`src/rtl/display_pkg.sv`:
```
// Shared types and constants for the display channel sequencer.
//   state_t      : sequencer mode (off, single channel, invalid switches, auto-scan)
//   DP_VOLT      : decimal point after the leading digit (X.XXX)
//   DP_NONE      : no decimal points
//   err_pattern  : all-4'hE fill used for the invalid-switch display value
package display_pkg;

  typedef enum logic [1:0] {
    S_OFF    = 2'd0,
    S_SINGLE = 2'd1,
    S_ERR    = 2'd2,
    S_SCAN   = 2'd3
  } state_t;

  localparam logic [3:0] DP_VOLT = 4'b1000;
  localparam logic [3:0] DP_NONE = 4'b0000;

  localparam int MAX_DATA_W = 64;

  // Nibbles below data_w are 4'hE, anything above is zero; callers truncate.
  function automatic logic [MAX_DATA_W-1:0] err_pattern(input int data_w);
    logic [MAX_DATA_W-1:0] pat;
    pat = '0;
    for (int i = 0; i < MAX_DATA_W / 4; i++) begin
      if (i < data_w / 4) pat[i*4 +: 4] = 4'hE;
    end
    return pat;
  endfunction

endpackage

```
`src/rtl/switch_debouncer.sv`:
```
// Two-flop synchroniser plus stability timer for a vector of raw switches.
// The debounced vector only takes a new value after the synchronised vector
// has held still for CYCLES consecutive cycles.
//   clk    : system clock
//   reset  : synchronous active-high reset
//   sw_raw : asynchronous switch inputs
//   sw_db  : debounced, registered switch vector
module switch_debouncer #(
  parameter int WIDTH  = 12,
  parameter int CYCLES = 1_000_000
) (
  input  logic             clk,
  input  logic             reset,
  input  logic [WIDTH-1:0] sw_raw,
  output logic [WIDTH-1:0] sw_db
);

  localparam int               CNT_W    = $clog2(CYCLES);
  localparam logic [CNT_W-1:0] CNT_LOAD = CNT_W'(CYCLES - 1);

  logic [WIDTH-1:0] sync_q1;
  logic [WIDTH-1:0] sync_q2;
  logic [CNT_W-1:0] stable_cnt;

  // sync_q1 is what sync_q2 becomes on this edge, so comparing the two
  // restarts the timer on the same edge the synchronised vector changes.
  always_ff @(posedge clk) begin
    if (reset) begin
      sync_q1    <= '0;
      sync_q2    <= '0;
      stable_cnt <= '0;
      sw_db      <= '0;
    end else begin
      sync_q1 <= sw_raw;
      sync_q2 <= sync_q1;
      if (sync_q1 != sync_q2) begin
        stable_cnt <= CNT_LOAD;
      end else if (stable_cnt != '0) begin
        stable_cnt <= stable_cnt - 1'b1;
      end else begin
        sw_db <= sync_q2;
      end
    end
  end

endmodule

```
`src/rtl/display_channel_sequencer.sv`:
```
// Picks which measurement channel feeds the seven-segment path and LEDs,
// either from one-hot switches or by auto-scanning enabled channels, and
// registers the value together with its display format.
//   clk         : system clock
//   reset       : synchronous active-high reset
//   sw_mode     : raw one-hot channel select switches
//   sw_dec      : raw force-decimal switch
//   sw_auto     : raw auto-scan enable
//   sw_hold     : raw hold/freeze switch
//   ch_data     : packed channel values, channel i at [i*DATA_W +: DATA_W]
//   value_out   : registered selected value
//   use_decimal : 1 = downstream shows BCD, 0 = hex
//   dp_mask     : decimal point enables for digits 4..1
//   ch_idx      : index of the displayed channel
//   err         : invalid switch combination active
//   update      : one-cycle pulse when the output bundle changes
//
// state    | meaning
// S_OFF    | no channel selected, display blank value 0
// S_SINGLE | exactly one mode switch set, show that channel
// S_ERR    | several mode switches set, show error code
// S_SCAN   | auto-scan rotates through SCAN_MASK channels
module display_channel_sequencer
  import display_pkg::*;
#(
  parameter int                 NUM_CH          = 9,
  parameter int                 DATA_W          = 16,
  parameter int                 DEBOUNCE_CYCLES = 1_000_000,
  parameter int                 DWELL_CYCLES    = 100_000_000,
  parameter logic [NUM_CH-1:0]  DEC_MASK        = 9'b010010010,
  parameter logic [NUM_CH-1:0]  VOLT_MASK       = 9'b010010010,
  parameter logic [NUM_CH-1:0]  SCAN_MASK       = '1,
  parameter logic [DATA_W-1:0]  ERR_CODE        = DATA_W'(err_pattern(DATA_W))
) (
  input  logic                       clk,
  input  logic                       reset,
  input  logic [NUM_CH-1:0]          sw_mode,
  input  logic                       sw_dec,
  input  logic                       sw_auto,
  input  logic                       sw_hold,
  input  logic [NUM_CH*DATA_W-1:0]   ch_data,
  output logic [DATA_W-1:0]          value_out,
  output logic                       use_decimal,
  output logic [3:0]                 dp_mask,
  output logic [$clog2(NUM_CH)-1:0]  ch_idx,
  output logic                       err,
  output logic                       update
);

  localparam int                   IDX_W      = $clog2(NUM_CH);
  localparam int                   SW_W       = NUM_CH + 3;
  localparam int                   DWELL_W    = $clog2(DWELL_CYCLES);
  localparam logic [DWELL_W-1:0]   DWELL_LOAD = DWELL_W'(DWELL_CYCLES - 1);

  logic [SW_W-1:0]   sw_db;
  logic [NUM_CH-1:0] db_mode;
  logic              db_dec;
  logic              db_auto;
  logic              db_hold;

  switch_debouncer #(
    .WIDTH  (SW_W),
    .CYCLES (DEBOUNCE_CYCLES)
  ) u_debounce (
    .clk    (clk),
    .reset  (reset),
    .sw_raw ({sw_hold, sw_auto, sw_dec, sw_mode}),
    .sw_db  (sw_db)
  );

  assign db_mode = sw_db[NUM_CH-1:0];
  assign db_dec  = sw_db[NUM_CH];
  assign db_auto = sw_db[NUM_CH+1];
  assign db_hold = sw_db[NUM_CH+2];

  state_t             state;
  state_t             nxt_state;
  logic [IDX_W-1:0]   scan_idx;
  logic [DWELL_W-1:0] dwell_cnt;
  logic [IDX_W-1:0]   single_idx;
  logic [IDX_W-1:0]   scan_first;
  logic [IDX_W-1:0]   scan_succ;
  logic [IDX_W-1:0]   disp_idx;
  logic [IDX_W-1:0]   sel_idx;
  logic               sel_valid;
  logic               entering;
  logic               dwell_tc;
  int                 mode_ones;
  int                 succ_pos;

  logic [DATA_W-1:0]  nxt_value;
  logic               nxt_dec;
  logic [3:0]         nxt_dp;
  logic [IDX_W-1:0]   nxt_idx;
  logic               nxt_err;

  always_comb begin
    mode_ones  = 0;
    single_idx = '0;
    for (int i = 0; i < NUM_CH; i++) begin
      if (db_mode[i]) begin
        mode_ones  = mode_ones + 1;
        single_idx = IDX_W'(i);
      end
    end
  end

  always_comb begin
    if (db_auto)             nxt_state = S_SCAN;
    else if (mode_ones == 0) nxt_state = S_OFF;
    else if (mode_ones == 1) nxt_state = S_SINGLE;
    else                     nxt_state = S_ERR;
  end

  // Walking down means the lowest set bit is the last one written.
  always_comb begin
    scan_first = '0;
    for (int i = NUM_CH - 1; i >= 0; i--) begin
      if (SCAN_MASK[i]) scan_first = IDX_W'(i);
    end
  end

  // Nearest enabled channel after scan_idx, wrapping; a lone enabled
  // channel is found at offset NUM_CH, i.e. itself.
  always_comb begin
    scan_succ = scan_idx;
    succ_pos  = 0;
    for (int off = NUM_CH; off >= 1; off--) begin
      succ_pos = int'(scan_idx) + off;
      if (succ_pos >= NUM_CH) succ_pos = succ_pos - NUM_CH;
      if (SCAN_MASK[IDX_W'(succ_pos)]) scan_succ = IDX_W'(succ_pos);
    end
  end

  assign entering = (nxt_state == S_SCAN) && (state != S_SCAN);
  assign dwell_tc = (dwell_cnt == '0);

  // Scan index as it will stand after this edge, so the output register
  // shows the new channel on the same edge the index moves.
  always_comb begin
    if (entering)                                  disp_idx = scan_first;
    else if (state == S_SCAN && !db_hold && dwell_tc) disp_idx = scan_succ;
    else                                           disp_idx = scan_idx;
  end

  always_comb begin
    nxt_value = '0;
    nxt_dec   = 1'b0;
    nxt_dp    = DP_NONE;
    nxt_idx   = '0;
    nxt_err   = 1'b0;
    sel_idx   = '0;
    sel_valid = 1'b0;
    case (nxt_state)
      S_SINGLE: begin
        sel_idx   = single_idx;
        sel_valid = 1'b1;
      end
      S_SCAN: begin
        sel_idx   = disp_idx;
        sel_valid = (SCAN_MASK != '0);
      end
      S_ERR: begin
        nxt_value = ERR_CODE;
        nxt_idx   = ch_idx;
        nxt_err   = 1'b1;
      end
      default: ;
    endcase
    if (sel_valid) begin
      nxt_value = ch_data[sel_idx*DATA_W +: DATA_W];
      nxt_idx   = sel_idx;
      nxt_dec   = db_dec | DEC_MASK[sel_idx];
      nxt_dp    = VOLT_MASK[sel_idx] ? DP_VOLT : DP_NONE;
    end
  end

  always_ff @(posedge clk) begin
    if (reset) begin
      state       <= S_OFF;
      scan_idx    <= '0;
      dwell_cnt   <= '0;
      value_out   <= '0;
      use_decimal <= 1'b0;
      dp_mask     <= DP_NONE;
      ch_idx      <= '0;
      err         <= 1'b0;
      update      <= 1'b0;
    end else begin
      state <= nxt_state;

      if (entering) begin
        scan_idx  <= scan_first;
        dwell_cnt <= DWELL_LOAD;
      end else if (state == S_SCAN && !db_hold) begin
        if (dwell_tc) begin
          scan_idx  <= scan_succ;
          dwell_cnt <= DWELL_LOAD;
        end else begin
          dwell_cnt <= dwell_cnt - 1'b1;
        end
      end

      if (db_hold) begin
        update <= 1'b0;
      end else begin
        update      <= {nxt_value, nxt_dec, nxt_dp, nxt_idx, nxt_err} !=
                       {value_out, use_decimal, dp_mask, ch_idx, err};
        value_out   <= nxt_value;
        use_decimal <= nxt_dec;
        dp_mask     <= nxt_dp;
        ch_idx      <= nxt_idx;
        err         <= nxt_err;
      end
    end
  end

endmodule

```
`config.mk`:
```
export PLATFORM = sky130hd
export DESIGN_NAME = display_channel_sequencer
export DESIGN_NICKNAME = d
export VERILOG_FILES = /design/src/rtl/display_pkg.sv /design/src/rtl/switch_debouncer.sv /design/src/rtl/display_channel_sequencer.sv
export SDC_FILE = /design/constraint.sdc
export NUM_CORES = 1
export LEC_CHECK = 0
export CAP_MARGIN = 20
export CORE_MARGIN = 2
export CORE_UTILIZATION = 46
export CTS_CLUSTER_SIZE = 30
export DETAILED_ROUTE_END_ITERATION = 6
export HOLD_SLACK_MARGIN = 0.15
export PLACE_DENSITY = 0.86
export SLEW_MARGIN = 20
export SYNTH_ARGS = -nofsm -noshare
export SYNTH_HDL_FRONTEND = slang
export SYNTH_SLANG_ARGS = --single-unit
```
`constraint.sdc`:
```
create_clock -name clk -period 7.55 [get_ports clk]
set_input_delay 1.51 -clock clk [delete_from_list [all_inputs] [get_ports clk]]
set_output_delay 1.51 -clock clk [all_outputs]
set_load 0.02 [all_outputs]
```
==> results <==
==> placed cells by master (no fill, tap or decap), drive strengths merged, types with 6 or more instances in the layout <==
cell type	count
a211oi	10
a21boi	7
a21oi	80
a311oi	9
a31oi	14
and2	6
buf	29
clkbuf	19
clkdlybuf4s50	180
dfxtp	113
ha	13
inv	44
mux2	14
mux2i	58
nand2	65
nand2b	9
nand3	12
nand4	6
nor2	112
nor2b	27
nor3	29
nor3b	7
nor4	17
o211ai	20
o21a	6
o21ai	22
o221ai	7
o22ai	9
or2	9
or3	7
or4	11
xnor2	46
xor2	15
==> repair_timing <==
item | in CTS | in global routing
endpoints found under the setup margin | 1 | 15
cloned | 0 | 3
setup buffers | 0 | 11
pin swaps | 0 | 5
resized for setup | 4 | 34
hold buffers | 0 | 0
==> tightest hold or removal path, stage by stage (launching register included) <==
cell and delay [ps]:
dfxtp_1 300, o41ai_1 50, a21oi_1 60
==> through the flow <==
stage	std cells	util, %	TNS (ps)	worst slack, ps	power, mW
after floorplan	925	-	0	193	0.668
after global placement	1285	59.6	0	294	0.766
after detailed placement	1285	59.6	-54.2	-54.2	0.768
after CTS	1317	63.5	0	43.4	1.57
after global routing	1332	65.5	-161	-161	1.61
final	1332	65.5	0	166	1.57
==> final cells by class <==
class / instances / area [sq um] / share of cell area (%)
Clock inverter: 15 / 171 / 1.65
Clock buffer: 17 / 425 / 4.09
Multi-Input combinational cell: 724 / 5040 / 48.5
Sequential cell: 113 / 2270 / 21.8
Inverter: 35 / 131 / 1.26
Antenna cell: 1 / 2.50 / 0.0240
Tap cell: 216 / 270 / 2.60
Timing Repair Buffer: 211 / 2100 / 20.1
==> power by group <==
group	total [mW]	internal [mW]	switching, mW
logic	0.146	0.0940	0.0521
clock network	0.807	0.496	0.312
registers	0.614	0.606	0.00797
==> registers in the layout, indices dropped and copies added (netlist names) <==
register,count
value_out,16
u_debounce.sync_q1,12
ch_idx,4
dwell_cnt,27
update,1
u_debounce.sync_q2,12
use_decimal,1
scan_idx,4
u_debounce.stable_cnt,20
u_debounce.sw_db,12
state,2
err,1
dp_mask,1
==> worst min-delay path by stage <==
stage	to	slack (ps)	depth (start not counted)
after CTS	dwell_cnt[12]$_SDFFE_PP0P_	460	2
after global routing	dwell_cnt[12]$_SDFFE_PP0P_	490	2
final	dwell_cnt[12]$_SDFFE_PP0P_	460	2
after floorplan	dwell_cnt[12]$_SDFFE_PP0P_	440	2
after detailed placement	dwell_cnt[12]$_SDFFE_PP0P_	450	2
after global placement	dwell_cnt[12]$_SDFFE_PP0P_	450	2
==> cells by family (layout without fill, tap and decap cells) <==
group / Yosys count / in the layout / share of synthesized area [%]
xor+xnor: 67 / 67 / 8.98
simple gates: 330 / 330 / 21.7
mux: 72 / 72 / 9.84
other cells: 1 / 4 / 0.0500
fa+ha+maj: 13 / 13 / 2.17
flops: 113 / 113 / 30.2
compound gates: 238 / 239 / 21.9
buf+inv: 89 / 278 / 5.14
==> routing by layer <==
layer	part of all wire, %	up-vias	GRT usage (%)
met2	48	527	48.9
met5	0	-	0
met4	6.1	0	15.2
met3	9.5	115	7.37
li1	-	3712	-
met1	37	3703	33.1
==> impl_results.md <==
* Crit path capture: update$_SDFF_PP0_
* Vias per cell at around 6.0
* I/O Pins at 185
* Total number of vias at slightly above 8000
* ANT nets after route at 0
* Crit path DAT at around 7700 ps
* Reg2reg setup slack at between 150 and 200 ps
* Global-route wire length before repair at slightly above 40 mm
* Hold_ws at about 460 ps
* Routability cong. at about 1.0
* Clock Skew at about 6.0 ps
* Top-count cell post-synth: dfxtp_1
* CTS tree: done
* Hpwl dp at around 19 mm
* Initial Utilization at 47.2%
* Sequential area share after synthesis at 30.2%
* Crit path from: u_debounce.sw_db[1]$_SDFFE_PP0P_
* Post-DR wirelength/cell at slightly below 20 um
* Gr ovfl total at 0
* Outcome: finished clean
* Peak supply drop at roughly 120 uV
* Synth warn at 0
* Crit Path Max Fanout at 8
* Hold Path Class: flip-flop to flip-flop
* Total wire length at 26.5 mm
* Final nets at around 1300
* IO buf count at about 180
* Post-synth EDFFs at 0
* Number of global-route vias before repair at 7739
* Top cells by count, synth: 113 x dfxtp_1, 112 x nor2_1, 79 x a21oi_1
* Number of synthesized register bits at between 100 and 150
* Post-placement cell area at approximately 9500 sq um
* Synth-to-layout area growth at 38.8%
* Worst EP required at about 7800 ps
* Layout cells sized above 1 at around 12%
* Worst-Skew Late Latency at around 420 ps
* CTS clk-pin slew, worst paths at approximately 60 ps
* Final Cell Area at about 10000 sq um
* PwrDens at approximately 150 nW/um^2
* Buf/Inv on CP at 3
* Drt first pass iters at 6
* Synth area leaders: dfxtp_1 30%, mux2i_1 7.7%, nor2_1 5.6%, xnor2_1 5.4%, a21oi_1 5.3%
* Critical path depth at 32
* Largest net degree at the start of global routing at 62
* Worst-case reg-to-reg path depth at 32
* Critical path's largest stage delay at a little over 500 ps
* Netlist cell types at just under 80
* TritonCTS Buffers at 17
* Width of the die at roughly 130 um
* Number of fill cells in the layout at roughly 1200
* Max-cap violations at 0
* Static Leakage at 3.87 nW
* Final setup viols at 0
* Worst-margin pin slew at roughly 960 ps
* Worst R2R Start: u_debounce.sw_db[1]$_SDFFE_PP0P_
* Mean Syn Cell Area at 8.13 sq um
* CP most frequent cell: ha_1
* Total GRT Usage at between 20% and 30%
* CTS root buf: clkbuf_16
* Core Region at between 15000 and 20000 sq um
* DRC viols at 0
* Critical Path Source Type: flip-flop
* Clock Path Buffers at 2
* Period Utilization, post-route at 97.8%
* H-tree depth at 4
* Synthesized netlist cell count at approximately 920
* Mapped Area at 7500 sq um
* Slew Limit Fails at 0
* Crit Path Category: flip-flop to flip-flop
* Worst setup EP type: flip-flop
* Crit path time final at ~7400 ps
* HP Start: dwell_cnt[12]$_SDFFE_PP0P_
* Max frequency at around 140 MHz
* Crit path max-delay cell type: or4b_1
* Slew HR at 35.7%
* Row cnt at 46
* Critical path's top delay family: compound AO/OA/AOI/OAI gates
* Post-synth top area cell: dfxtp_1
* Initial antenna violation count at 1
* Iteration-0 DRC Markers at 1108
* Crit Reg-Reg Endpoint: update$_SDFF_PP0_
* Die H at 132 um
* Synth Flop Type: dfxtp_1
* Clock sinks at 113
* Asr flop ratio synth at 0%
* Final Hold Vio Count at 0
* Die ar. at ~17000 sq um
* Synth top area share at 30.2%
(Power assumes the default switching activity.)
